==> config.mk <==
export PLATFORM = sky130hd
export DESIGN_NAME = run_step_controller_flat
export DESIGN_NICKNAME = d
export VERILOG_FILES = /design/src/rtl/run_step_controller_pkg.sv /design/src/rtl/run_step_controller_if.sv /design/src/rtl/run_step_controller_debounce_channel.sv /design/src/rtl/run_step_controller.sv /design/src/flat_wrapper.sv
export SDC_FILE = /design/constraint.sdc
export NUM_CORES = 1
export LEC_CHECK = 0
export BUFFER_PORTS_ARGS = -buffer_cell sky130_fd_sc_hd__buf_2
export CAP_MARGIN = 30
export CORE_ASPECT_RATIO = 2
export CORE_MARGIN = 8
export CORE_UTILIZATION = 40
export CTS_CLUSTER_SIZE = 8
export DETAILED_ROUTE_END_ITERATION = 10
export SLEW_MARGIN = 30
export SYNTH_ARGS = -nofsm -noshare
export SYNTH_HDL_FRONTEND = slang
export SYNTH_HIERARCHICAL = 1
export SYNTH_SLANG_ARGS = --single-unit
==> constraint.sdc <==
create_clock -name clk -period 1.8 [get_ports clk]
set_clock_uncertainty 0.1 [all_clocks]
set_input_delay 0.27 -clock clk [delete_from_list [all_inputs] [get_ports clk]]
set_output_delay 0.27 -clock clk [all_outputs]
set_load 0.1 [all_outputs]
==> src/rtl/run_step_controller_pkg.sv <==
// rtl/run_step_controller_pkg.sv - shared state encodings and widths for the run/step controller
package run_step_controller_pkg;

  localparam int STATE_W = 2;
  localparam int ISSUE_W = 16;

  typedef enum logic [STATE_W-1:0] {
    S_HALT = 2'd0,
    S_RUN  = 2'd1,
    S_STEP = 2'd2
  } state_t;

endpackage

==> src/rtl/run_step_controller_if.sv <==
// rtl/run_step_controller_if.sv - front-panel buttons, CPU halt and enable/status bundle
interface run_step_controller_if;
  import run_step_controller_pkg::*;

  logic               btn_mode;
  logic               btn_step;
  logic               cpu_halt;
  logic               cpu_en;
  logic               running;
  logic [ISSUE_W-1:0] issue_count;

  modport master (
    output btn_mode, btn_step, cpu_halt,
    input  cpu_en, running, issue_count
  );

  modport slave (
    input  btn_mode, btn_step, cpu_halt,
    output cpu_en, running, issue_count
  );

endinterface

==> src/rtl/run_step_controller_debounce_channel.sv <==
// rtl/run_step_controller_debounce_channel.sv - 2-FF synchronizer, debounce counter and rising-edge press pulse
module debounce_channel #(
  parameter int DEBOUNCE_CYCLES = 500000,
  parameter int CNT_W           = 20
) (
  input  logic clk,
  input  logic rst,
  input  logic in,
  output logic press
);

  logic             q1;
  logic             q2;
  logic             stable;
  logic             stable_prev;
  logic [CNT_W-1:0] cnt;

  always_ff @(posedge clk) begin
    if (rst) begin
      q1          <= 1'b0;
      q2          <= 1'b0;
      stable      <= 1'b0;
      stable_prev <= 1'b0;
      cnt         <= '0;
    end else begin
      q1          <= in;
      q2          <= q1;
      stable_prev <= stable;
      // Any sample agreeing with the accepted level restarts the stability window.
      if (q2 == stable) begin
        cnt <= '0;
      end else if (cnt == CNT_W'(DEBOUNCE_CYCLES - 1)) begin
        stable <= ~stable;
        cnt    <= '0;
      end else begin
        cnt <= cnt + CNT_W'(1);
      end
    end
  end

  assign press = stable & ~stable_prev;

endmodule

==> src/rtl/run_step_controller.sv <==
// rtl/run_step_controller.sv - HALT/RUN/STEP clock-enable FSM with debounced buttons and issue counter
module run_step_controller
  import run_step_controller_pkg::*;
#(
  parameter int DEBOUNCE_CYCLES = 500000,
  parameter int CNT_W           = 20
) (
  input  logic                  clk,
  input  logic                  rst,
  run_step_controller_if.slave  bus
);

  logic               mode_press;
  logic               step_press;
  state_t             state_q;
  state_t             state_d;
  logic               cpu_en_c;
  logic               running_c;
  logic [ISSUE_W-1:0] issue_q;

  debounce_channel #(.DEBOUNCE_CYCLES(DEBOUNCE_CYCLES), .CNT_W(CNT_W)) u_mode (
    .clk   (clk),
    .rst   (rst),
    .in    (bus.btn_mode),
    .press (mode_press)
  );

  debounce_channel #(.DEBOUNCE_CYCLES(DEBOUNCE_CYCLES), .CNT_W(CNT_W)) u_step (
    .clk   (clk),
    .rst   (rst),
    .in    (bus.btn_step),
    .press (step_press)
  );

  always_ff @(posedge clk) begin
    if (rst) state_q <= S_HALT;
    else     state_q <= state_d;
  end

  // cpu_halt blocks entering RUN but not stepping, so software can step past a break.
  always_comb begin
    state_d = state_q;
    case (state_q)
      S_HALT: begin
        if (mode_press && !bus.cpu_halt) state_d = S_RUN;
        else if (step_press)             state_d = S_STEP;
      end
      S_RUN:   if (mode_press || bus.cpu_halt) state_d = S_HALT;
      S_STEP:  state_d = S_HALT;
      default: state_d = S_HALT;
    endcase
  end

  always_comb begin
    cpu_en_c  = (state_q == S_RUN) || (state_q == S_STEP);
    running_c = (state_q == S_RUN);
  end

  always_ff @(posedge clk) begin
    if (rst)           issue_q <= '0;
    else if (cpu_en_c) issue_q <= issue_q + ISSUE_W'(1);
  end

  assign bus.cpu_en      = cpu_en_c;
  assign bus.running     = running_c;
  assign bus.issue_count = issue_q;

endmodule

==> src/flat_wrapper.sv <==
// flat-port wrapper written by rule: the top's interface ports become plain ports
module run_step_controller_flat import run_step_controller_pkg::*;
#(
  parameter int DEBOUNCE_CYCLES = 500000,
  parameter int CNT_W           = 20
)
  (clk, rst, bus_btn_mode, bus_btn_step, bus_cpu_halt, bus_cpu_en, bus_running, bus_issue_count);
  run_step_controller_if bus_i ();
  input  logic clk;
  input  logic rst;
  input wire logic [$bits(bus_i.btn_mode)-1:0] bus_btn_mode;
  input wire logic [$bits(bus_i.btn_step)-1:0] bus_btn_step;
  input wire logic [$bits(bus_i.cpu_halt)-1:0] bus_cpu_halt;
  output wire logic [$bits(bus_i.cpu_en)-1:0] bus_cpu_en;
  output wire logic [$bits(bus_i.running)-1:0] bus_running;
  output wire logic [$bits(bus_i.issue_count)-1:0] bus_issue_count;
  assign bus_i.btn_mode = bus_btn_mode;
  assign bus_i.btn_step = bus_btn_step;
  assign bus_i.cpu_halt = bus_cpu_halt;
  assign bus_cpu_en = bus_i.cpu_en;
  assign bus_running = bus_i.running;
  assign bus_issue_count = bus_i.issue_count;
  run_step_controller #(.DEBOUNCE_CYCLES(DEBOUNCE_CYCLES), .CNT_W(CNT_W)) u_core (.clk(clk), .rst(rst), .bus(bus_i));
endmodule
==> reports/results.md <==
### Outcome
• finished, final reports clean — status

### Power and ir drop
• 813 mW/mm² — PwrDens
• 1.4% — Comb pwr share
• 2.57 mW — internal power component
• 0.601 mV — maximum vdd drop
• 680 µW — NetSw
• 44.9% — sequential cell fraction of total power
• 20.9% — Switching Share
• 1.40 nW — standby leakage power
• 53.7% — part of the power in the clock network

### STA
• 1.79 ns — final critical delay including setup and external delays
• true — unrepaired setup endpoints after global routing
• 0.00963 ns — worst setup slack after layout
• 99.5% — final worst path period share
• 559 MHz — Highest Clock Rate
• 0 — final hold violations
• 0 — count of pins over their slew limit
• 67.5% — Max transition margin
• 0.492 ns — slew at the pin with the worst max-slew slack
• 0 — setup-violating endpoint count in the final report

### Clocking
• 0 — Post-CTS Setup Inserts
• 66 — sink count of the clock tree
• clkbuf_16 — CTS Root Cell
• 0.05 ns — clock edge transition at the registers on the reported setup and hold paths
• built — clock tree from TritonCTS
• 3 — H-tree depth
• 9 — number of buffers added by the clock tree synthesis step
• 2 — CTS max path bufs
• 0.33 ns — worst-skew pair later-pin latency

### Cells and area
• 30.1% — Area Growth Syn to Fin
• 416 — Final Net Count
• 0 — number of diodes added for antenna fixing
• 0.00137 mm² — FF/Latch Area
• 0.00171 mm² — total area of multi-input combinational cells
• 733 — number of filler cells placed in the layout
• 32.1% — share of final-layout standard cells stronger than drive strength 1
• 53.0% — utilization after layout

### Logic synthesis
• 66 — total of flip-flops plus latches after synthesis
• 31.8% — area fraction in and, or, nand and nor cells after synthesis
• 356 — Synthesized Nets
• 12.0% — Post-Synth XOR/XNOR Area
• 1.71% — multiplexer area fraction after synthesis
• dfxtp_1 — top_reg_cell synth
• 0 — number of enable flip-flop cells after synthesis
• 346 — synthesized instance count
• 0.00308 mm² — area of the mapped netlist
• 2.03% — fraction of the mapped netlist area in adder cells
• 8.89 µm² — mean post-synth cell area
• simple AND/OR/NAND/NOR gates — combinational family with the most area after synthesis
• 0% — async set or reset register ratio after synthesis
• 5.49% — post-synthesis compound-gate area fraction
• 6 — Syn. warnings
• 43.0% — sequential cell area fraction in the yosys report
• 36 — Synth cell types

### Drt
• 0 — DRC Markers
• 82 — DRT iter0 DRCs
• 5.21 — routed vias/inst
• 0 — post-route antenna net violation count
• 5 — length of the first detailed-routing pass in iterations
• 6.93 mm — sum of routed wire length over all layers
• 2,632 — number of vias in the routed layout
• 13.7 µm — average wire per cell in the routed design

### Die
• 0.00754 mm² — area inside the core boundary
• 45 — floorplan row count
• 78 µm — Die Wd
• 40.8% — initial core utilization
• 140 µm — die span in y
• 23 — number of top-level pins
• 0.0109 mm² — Die Area

### Critical path
• ha_4, nand4_4, or4b_4, nor2_4, mux2_4 — sequence of cells on the critical path
• simple AND/OR/NAND/NOR gates — cell family with the largest share of critical-path delay
• or4b_4 — slowest cell on the critical path
• 2 — highest net fanout along the worst path
• reg2reg — critical path start-end classification
• 0 — critical path buffer and inverter count
• 0.57 ns — Worst path max stage delay
• flip-flop — launching element type of the critical path
• 1.92 ns — required time of the critical path
• 1.91 ns — CP arrival
• flip-flop — Setup crit end kind

### Job
• 0 — max-cap violation count

### Min path
• in2reg — Hold WC Path Type

### Global route
• 2.31% — grt met3 use
• 13.8% — Overall Global Routing Usage
• 12.9% — met1 Usage GRT
• 0 — overflow left after global routing
• 25.3% — met2 GRT Util
• 0 — number of antenna violations at the first check in global routing
• met2 — busiest layer in global routing
• 12.1 mm — global-route wire length before repair
• 2,745 — via count of the first global-routing pass
• 23 — largest net degree at the start of global routing

### Place
• 22 — number of buffer cells added on primary ports
• 5.23 mm — sum of net half-perimeters after detailed placement
• -0.0212 ns — worst slack after detailed placement
• 0.827 — Final Wtd Congestion

[path summary, 6_finish.rpt]
check,depth (start not counted),from,slack (ns),endpoint
setup reg to reg,5,u_core/u_step/cnt[1],0.01,u_core/u_step/stable
setup / recovery,5,u_core/u_step/cnt[1],0.01,u_core/u_step/stable
hold reg to reg,1,u_core/u_mode/q1,0.34,u_core/u_mode/q2
hold / removal,2,bus_btn_mode,0.05,u_core/u_mode/q1
[metrics by stage]
step / area, µm² / instances / total power [mW] / hold slack [ns] / setup TNS (ns)
floorplan: 3180 / 346 / 1.52 / 0.242 / -1.88
global placement: 3650 / 489 / 1.54 / 0.318 / 0
detailed placement: 3650 / 489 / 1.54 / 0.329 / -0.0577
CTS: 3960 / 505 / 3.29 / 0.0398 / 0
global route: 4000 / 505 / 3.37 / 0.0597 / -0.743
finish: 4000 / 505 / 3.25 / 0.0461 / 0
[timing repair]
item	in CTS	in global routing
resized for setup	1	16
setup endpoints to repair	8	23
pin swaps	2	0
hold buffers	0	0
[cells in the mapped netlist (2+ instances only)]
master	number	area [µm²]
dfxtp_1	66	1320
nor2_1	60	225
xnor2_1	33	289
nand3_1	19	95.1
nor3_1	19	95.1
nand2_1	17	63.8
nand4_1	17	106
inv_1	15	56.3
nor2b_1	11	68.8
a21oi_1	10	50.1
nor4_1	10	62.6
xor2_1	9	78.8
o21ai_0	8	40.0
clkbuf_1	6	22.5
or3_1	6	37.5
ha_1	5	62.6
buf_6	3	33.8
mux2i_1	3	30.0
nand4_4	3	63.8
a21o_1	2	15.0
and3_1	2	12.5
mux2_2	2	22.5
nand2b_1	2	12.5
nor3b_1	2	15.0
nor4_4	2	42.5
o21ai_4	2	32.5
or4_4	2	22.5
or4b_4	2	27.5
[power by group through the flow]
stage,combinational (mW),sequential (mW),clock [mW]
5_1_grt,0.0505,1.46,1.86
3_3_place_gp,0.0427,1.49,0
4_1_cts,0.0434,1.46,1.79
3_5_place_dp,0.0431,1.49,0
6_report,0.0451,1.46,1.75
2_1_floorplan,0.0227,1.49,0
[cells in the final DEF (no fill, tap or decap), types with 3 or more instances in the layout]
master / instances
buf_4: 33
clkbuf_16: 11
dfxtp_4: 6
dfxtp_1: 41
or3_1: 6
buf_2: 21
nand2_1: 17
buf_6: 4
xor2_1: 9
nor2_1: 51
xnor2_1: 33
nor2b_1: 11
dfxtp_2: 19
nor3_1: 19
ha_4: 3
a21oi_1: 10
o21ai_0: 8
inv_1: 13
nand3_1: 19
nor2_2: 6
nand4_4: 3
nand4_1: 17
nor2_4: 3
nor4_1: 10
mux2i_1: 3
[layout make-up]
type | count | share of cell area, %
sequential | 66 | 34.2
multi-input combinational | 254 | 42.8
tap | 94 | 2.94
clock buffer | 11 | 6.88
clock inverter | 5 | 0.813
inverter | 15 | 1.41
timing repair buffer | 60 | 10.9
[metal layers]
metal  vias to the layer above  wire length, µm  share of wire [%]
li1                       1314                -                  -
met1                      1243             2540                 37
met2                        48             3830                 55
met3                        27              249                3.6
met4                         0              310                4.5
met5                         -                0                  0
[state kept, by name, indices dropped and copies added, names as in the netlist, 2 cells and up]
signal and flops:
u_core/state_q 2, u_core/bus.issue_count 16, u_core/u_mode/cnt 20, u_core/u_step/cnt 20
[cells by family (layout without fill, tap and decap cells)]
| kind of cell | count (synthesis) | in the layout |
|---|---|---|
| muxes | 5 | 5 |
| adders and majority gates | 5 | 5 |
| xor gates and xnor gates | 42 | 42 |
| DFF | 66 | 66 |
| AOI/OAI and AO/OA | 26 | 26 |
| buffers and inverters | 26 | 91 |
| and+or+nand+nor | 176 | 176 |
Note: power is estimated with default switching activity, not from simulation.
